File: src/rtl/mem_byte_bridge.sv
// -----------------------------------------------------------------------------
// mem_byte_bridge
//
// Splits one CPU load/store of 1, 2, 4 or 8 bytes into a sequence of
// single-byte transactions on the byte-serial main-memory port. Load data is
// reassembled little-endian and sign- or zero-extended to DATA_W. Unmapped
// addresses, read-response timeouts and sizes wider than MAX_BYTES complete
// with an error response. Exactly one response is produced per accepted
// request.
//
// Parameters
//   ADDR_W     CPU address width (zero-extended onto the 64-bit memory addr)
//   MAX_BYTES  widest access in bytes: 1, 2, 4 or 8 (DATA_W = 8*MAX_BYTES)
//   TIMEOUT    cycles after a read accept before the read is declared lost
//
// Ports
//   clk, rstn                 clock (posedge), asynchronous active-low reset
//   req_valid / req_ready     CPU request handshake
//   req_write, req_addr,
//   req_size, req_unsigned,
//   req_wdata                 request fields, latched on acceptance
//   resp_valid                one-cycle completion pulse
//   resp_rdata, resp_err      extended load data (0 for stores/errors), error
//   mode, valid, ready        byte request to memory (mode 1 = write)
//   addr, w_data              byte address and write byte
//   r_data_valid, r_data      returned read byte
//   invalid_addr              memory flags the accepted address as unmapped
// -----------------------------------------------------------------------------
module mem_byte_bridge #(
    parameter int ADDR_W    = 64,
    parameter int MAX_BYTES = 8,
    parameter int TIMEOUT   = 255
) (
    input  logic                   clk,
    input  logic                   rstn,
    // CPU side
    input  logic                   req_valid,
    output logic                   req_ready,
    input  logic                   req_write,
    input  logic [ADDR_W-1:0]      req_addr,
    input  logic [1:0]             req_size,
    input  logic                   req_unsigned,
    input  logic [8*MAX_BYTES-1:0] req_wdata,
    output logic                   resp_valid,
    output logic [8*MAX_BYTES-1:0] resp_rdata,
    output logic                   resp_err,
    // Memory side
    output logic                   mode,
    output logic                   valid,
    input  logic                   ready,
    output logic [63:0]            addr,
    output logic [7:0]             w_data,
    input  logic                   r_data_valid,
    input  logic [7:0]             r_data,
    input  logic                   invalid_addr
);

    localparam int DATA_W = 8 * MAX_BYTES;
    localparam int IDX_W  = (MAX_BYTES > 1) ? $clog2(MAX_BYTES) : 1;
    localparam int CNT_W  = 17;

    localparam logic [1:0] S_IDLE   = 2'd0;
    localparam logic [1:0] S_ISSUE  = 2'd1;
    localparam logic [1:0] S_WAIT_R = 2'd2;
    localparam logic [1:0] S_RESP   = 2'd3;

    // Byte count of an access of the given size code.
    function automatic int size_bytes(input logic [1:0] size);
        return 1 << size;
    endfunction

    // Sign- or zero-extend the low 8*N bits of the assembled load word.
    // The value is left-justified, then shifted back down with an arithmetic
    // shift (signed) or a logical shift (unsigned).
    function automatic logic [DATA_W-1:0] extend_load(
        input logic [DATA_W-1:0] raw,
        input logic [1:0]        size,
        input logic              uns
    );
        int                        nbits;
        int                        sh;
        logic signed [DATA_W-1:0]  sx;
        logic        [DATA_W-1:0]  ux;
        nbits = 8 * size_bytes(size);
        if (nbits > DATA_W) nbits = DATA_W;
        sh = DATA_W - nbits;
        ux = raw << sh;
        sx = raw << sh;
        if (uns) return ux >> sh;
        return $unsigned(sx >>> sh);
    endfunction

    logic [1:0]        state;
    logic [IDX_W-1:0]  idx;
    logic [CNT_W-1:0]  tcnt;
    logic              err_p0;
    logic              write_p0;
    logic [1:0]        size_p0;
    logic              unsigned_p0;
    logic [ADDR_W-1:0] addr_p0;
    logic [DATA_W-1:0] wdata_p0;
    logic [DATA_W-1:0] rbuf_p0;

    logic              size_ok;
    logic              last_byte;
    logic              timed_out;
    logic [ADDR_W-1:0] byte_addr;
    logic              issue;
    logic              resp;

    assign size_ok   = size_bytes(req_size) <= MAX_BYTES;
    assign last_byte = int'(idx) == size_bytes(size_p0) - 1;
    // tcnt holds the number of cycles since the read accept; leave WAIT_R
    // so that the error response lands TIMEOUT cycles after the accept.
    assign timed_out = int'(tcnt) + 1 >= TIMEOUT;
    assign byte_addr = addr_p0 + ADDR_W'(idx);

    // ---- stage p0: request capture and byte sequencing ----
    always_ff @(posedge clk or negedge rstn) begin
        if (!rstn) begin
            state       <= S_IDLE;
            idx         <= '0;
            tcnt        <= '0;
            err_p0      <= 1'b0;
            write_p0    <= 1'b0;
            size_p0     <= 2'd0;
            unsigned_p0 <= 1'b0;
        end else begin
            case (state)
                S_IDLE: begin
                    if (req_valid) begin
                        write_p0    <= req_write;
                        size_p0     <= req_size;
                        unsigned_p0 <= req_unsigned;
                        idx         <= '0;
                        err_p0      <= !size_ok;
                        state       <= size_ok ? S_ISSUE : S_RESP;
                    end
                end
                S_ISSUE: begin
                    if (ready) begin
                        if (invalid_addr) begin
                            err_p0 <= 1'b1;
                            state  <= S_RESP;
                        end else if (write_p0) begin
                            if (last_byte) state <= S_RESP;
                            else           idx   <= idx + 1'b1;
                        end else begin
                            tcnt  <= CNT_W'(1);
                            state <= S_WAIT_R;
                        end
                    end
                end
                S_WAIT_R: begin
                    if (r_data_valid) begin
                        if (last_byte) begin
                            state <= S_RESP;
                        end else begin
                            idx   <= idx + 1'b1;
                            state <= S_ISSUE;
                        end
                    end else if (timed_out) begin
                        err_p0 <= 1'b1;
                        state  <= S_RESP;
                    end else begin
                        tcnt <= tcnt + 1'b1;
                    end
                end
                default: begin
                    state <= S_IDLE;
                end
            endcase
        end
    end

    // Data registers carry no reset: every output that shows them is gated
    // by the state, so their contents are never visible out of context.
    always_ff @(posedge clk) begin
        if (state == S_IDLE && req_valid) begin
            addr_p0  <= req_addr;
            wdata_p0 <= req_wdata;
        end
        if (state == S_WAIT_R && r_data_valid) begin
            rbuf_p0[{idx, 3'b000} +: 8] <= r_data;
        end
    end

    // ---- stage p1: memory port and response outputs ----
    assign issue = (state == S_ISSUE);
    assign resp  = (state == S_RESP);

    assign req_ready  = (state == S_IDLE);
    assign valid      = issue;
    assign mode       = issue & write_p0;
    assign addr       = issue ? 64'(byte_addr) : 64'd0;
    assign w_data     = (issue && write_p0) ? wdata_p0[{idx, 3'b000} +: 8] : 8'd0;
    assign resp_valid = resp;
    assign resp_err   = resp & err_p0;
    assign resp_rdata = (resp && !err_p0 && !write_p0)
                        ? extend_load(rbuf_p0, size_p0, unsigned_p0)
                        : '0;

endmodule
File: config.mk
export PLATFORM = sky130hd
export DESIGN_NAME = mem_byte_bridge
export DESIGN_NICKNAME = d
export VERILOG_FILES = /design/src/rtl/mem_byte_bridge.sv
export SDC_FILE = /design/constraint.sdc
export NUM_CORES = 1
export LEC_CHECK = 0
export ABC_AREA = 1
export BUFFER_PORTS_ARGS = -buffer_cell sky130_fd_sc_hd__buf_2
export CAP_MARGIN = 5
export CORE_MARGIN = 3
export CORE_UTILIZATION = 35
export DETAILED_ROUTE_END_ITERATION = 10
export PLACE_DENSITY = 0.6
export SLEW_MARGIN = 20
export SYNTH_ARGS = -nofsm -noshare
export SYNTH_HDL_FRONTEND = slang
export SYNTH_SLANG_ARGS = --single-unit
export TNS_END_PERCENT = 10
File: constraint.sdc
create_clock -name clk -period 3.6 [get_ports clk]
set_input_delay 0.18 -clock clk [delete_from_list [all_inputs] [get_ports clk]]
set_output_delay 0.18 -clock clk [all_outputs]
set_load 0.05 [all_outputs]
==> run summary <==
=================================================================================================
Remaining global-route overflow                                                                 0
Switching share of power                                                                   0.5347
Clock latency at the later pin of the worst-skew pair                                     0.56 ns
Fraction of the core area covered by cells at the end of the flow                          0.4664
HPWL after detailed placement                                                            38720 µm
Initial antenna violation count                                                                 4
Delay contributed by the slowest stage of the critical path                               0.46 ns
Sink count of the clock tree                                                                  219
Data required time of the worst path                                                      3.42 ns
Syn_area_per_cell                                                                       7.559 µm²
Worst min-delay path category                                                           in -> reg
DR vias/cell                                                                                5.205
Startpoint of the lowest-slack register-to-register path                                   idx[0]
Relative area change from synthesis to final layout                                        30.76%
Seq pwr share                                                                               0.218
Routability Congestion                                                                     0.9914
Most used DFF post-synth                                                             sky130_fd_sc_hd__edfxtp_1
VDD IR-drop max                                                                         0.6095 mV
Final routed DRC violation total                                                                0
Worst-margin pin slew                                                                   0.6783 ns
Pint                                                                                   0.007460 W
Root buffer cell                                                                     sky130_fd_sc_hd__clkbuf_16
Portion of synthesized cell area occupied by the leading cell type                         0.4040
Final number of max-transition violations                                                       0
Most frequent cell after synthesis                                                   sky130_fd_sc_hd__nand2_1
Run status                                                                           complete, no violations
Final Hold Vio Count                                                                            0
Leakage Power                                                                            8.056 nW
Largest delay share family, worst path                                               buffers and inverters
Final-layout setup total negative slack                                                      0 ns
Finish-stage setup viols                                                                        0
TritonCTS clock tree                                                                        built
R2R Path End                                                                          rbuf_p0[32]
Cell Rows                                                                                      73
Capture endpoint of the worst hold path                                                rbuf_p0[6]
CTS Buf Count                                                                                  25
Vias in the first global route                                                             14.09k
Main area contributors after synthesis                                               sky130_fd_sc_hd__edfxtp_1 (40%), sky130_fd_sc_hd__nand2_1 (12%), sky130_fd_sc_hd__nor2_1 (8.0%)
Post-Synthesis Cells                                                                         1888
Pre-antenna DRT Iters                                                                           6
Worst endpoint data arrival time                                                          3.30 ns
Combined area of the multi-input logic cells                                         0.006844 mm²
Number of vias in the routed layout                                                        14.79k
Reg area                                                                             0.006441 mm²
Clock network fraction of design power                                                      0.166
Count of cells along the worst register-to-register path                                        9
Starting density of the core                                                               0.3567
Number of distinct library cell variants in the gate-level netlist after synthesis             55
Worst-path fanout max                                                                          46
Setup repair after global routing missed its margin                                           yes
Die boundary height                                                                      207.9 µm
Crit path setup slack, layout                                                           0.1191 ns
Ports                                                                                         287
Fmax                                                                                   0.2873 GHz
Detail-routed net length per standard cell                                               18.44 µm
MaxCap Viol Count                                                                               0
Placement-stage cell area                                                             0.01630 mm²
Total of warnings raised by yosys                                                               0
Share of final-layout standard cells stronger than drive strength 1                        0.1817
Number of storage elements in the synthesis netlist                                           219
Reg2Reg Setup Slack                                                                       0.70 ns
DIE AREA                                                                              0.04323 mm²
Synth cell count leaders                                                             sky130_fd_sc_hd__nand2_1 (462), sky130_fd_sc_hd__nor2_1 (306), sky130_fd_sc_hd__edfxtp_1 (192)
Sequence of cells on the critical path                                               inv_1 > nand2_2 > ha_2 > buf_16 > nand2_1 > nand3_1 > nand2_2 > nor2_2 > o21ai_4 > a21oi_1 > buf_2
Global-route wire length before repair                                                   80650 µm
Worst path buffer plus inverter count                                                           3
GR Util All Layers                                                                         0.2317
Number of nets in the finished design                                                        2456
P_sw                                                                                   0.008573 W
Final non-filler cell area                                                            0.01866 mm²
Proportion of register bits with asynchronous set or reset after synthesis                 0.1233
Cell area after synthesis                                                             0.01427 mm²
Clock input transition at the sequential cells of the worst setup and hold paths          0.06 ns
Number of input and output port buffers inserted                                              286
Path type of the worst setup path                                                      reg -> out
Critical Path Start Type                                                                 register
Largest net degree at the start of global routing                                              93
Sequential cell area fraction in the yosys report                                          0.4513
Min-Delay Path Depth                                                                            3
Number of filler instances in the final layout                                               3922
Kind of end point of the critical path                                                output port
Post-placement setup slack                                                              0.6517 ns
DRT iter0 DRCs                                                                               1519
Slew Limit Headroom                                                                        0.5478
Final period util                                                                          0.9669
Final Skew                                                                             0.02115 ns
Post-CTS Repair Setup Buffers                                                                   0
Number of H-tree levels                                                                         1
Syn_nets                                                                                     2051
Power density over the cells                                                         859.2 mW/mm²
Clock Tree Buf Depth                                                                            3
Wire length reported by the detailed router                                              52380 µm
Remaining antenna violation count                                                               0
Fraction of power consumed by combinational cells                                           0.616
Cell taking the most area after synthesis                                            sky130_fd_sc_hd__edfxtp_1
Core ar.                                                                              0.04001 mm²
Horizontal die dimension                                                                 207.9 µm
Crit-path most repeated cell                                                         sky130_fd_sc_hd__nand2_2
Highest-delay cell along the critical path                                           sky130_fd_sc_hd__ha_2
Beginning of the worst hold path                                                        r_data[6]
Number of flops mapped to enable cells by yosys                                               192
Minimum clock period after layout                                                        3.481 ns
=================================================================================================
==> kinds of logic (layout without fill, tap and decap cells) <==
logic type	Yosys count	after routing	share of synthesized area
adder cells (fa/ha/maj)	17	17	0.01543
flip-flops	219	219	0.4513
AO/OA/AOI/OAI	294	294	0.1160
XOR/XNOR	46	46	0.02876
other	0	4	0
buffers and inverters	260	684	0.07365
AND/OR/NAND/NOR	1052	1052	0.3148
==> timing repair <==
action,4_1_cts,5_1_grt
gates resized for setup,0,21
endpoints found under the setup margin,0,48
hold buffers,138,0
hold endpoints to repair,163,0
==> final cells by class <==
type	instances	share of cell area
inverters	174	0.03540
flip-flops and latches	219	0.3452
multi-input cells	1409	0.3668
well taps	525	0.03520
clock buffers	32	0.03547
diodes	4	0.0005364
clock inverters	14	0.01046
repair buffers	464	0.1710
==> metal layers <==
metal / wire, µm / share of wire / vias to the layer above / global-route usage
met5: 0 / 0 / - / 0
met4: 1551 / 0.030 / 0 / 0.06743
met3: 4296 / 0.082 / 89 / 0.04312
met2: 24110 / 0.46 / 684 / 0.3750
met1: 22430 / 0.43 / 6860 / 0.3185
li1: - / - / 7154 / -
==> power by group through the flow <==
stage	logic [W]	registers [W]	clock network, W
5_1_grt	0.0108	0.00355	0.00280
2_1_floorplan	0.00701	0.00349	0
6_report	0.00987	0.00350	0.00266
4_1_cts	0.00956	0.00350	0.00270
3_3_place_gp	0.00937	0.00354	0
3_5_place_dp	0.00941	0.00354	0
==> through the flow <==
step / hold WS (ns) / power (W) / cells
floorplan: -0.1156 / 0.01049 / 1888
global placement: 0.2552 / 0.01291 / 2652
detailed placement: 0.2585 / 0.01295 / 2652
CTS: 0.007816 / 0.01576 / 2836
global route: 0.05435 / 0.01711 / 2841
finish: 0.02405 / 0.01603 / 2841
==> worst max-delay path by stage <==
stage | start | end | slack, ns | depth (start not counted)
6_report | size_p0[1] | resp_rdata[49] | 0.12 | 11
5_1_grt | idx[0] | addr[62] | -0.05 | 12
4_1_cts | idx[2] | addr[41] | 0.07 | 12
3_5_place_dp | idx[2] | addr[41] | 0.65 | 12
3_3_place_gp | idx[2] | addr[41] | 0.63 | 12
2_1_floorplan | size_p0[1] | resp_rdata[61] | 0.10 | 14
==> layout by cell type (no fill, tap or decap), drive strengths merged, types with 16 or more instances in the layout <==
cell type	count
inv	171
nand3	152
edfxtp	192
o211ai	28
nand4	40
nand2	473
buf	322
clkbuf	36
ha	16
nor2	319
xor2	32
dlygate4sd3	138
a21oi	90
o21ai	134
nor3	43
dfrtp	27
==> tightest hold or removal path: stages <==
cell and delay, ns:
sky130_fd_sc_hd__buf_2 0.11, sky130_fd_sc_hd__inv_1 0.07, sky130_fd_sc_hd__nor2_1 0.09
==> flip-flops by register name, indices dropped and copies added, names as in the netlist <==
register / flops
addr_p0: 64
err_p0: 1
idx: 3
rbuf_p0: 64
size_p0: 2
state: 2
tcnt: 17
unsigned_p0: 1
wdata_p0: 64
write_p0: 1
Note: power is estimated with default switching activity, not from simulation.
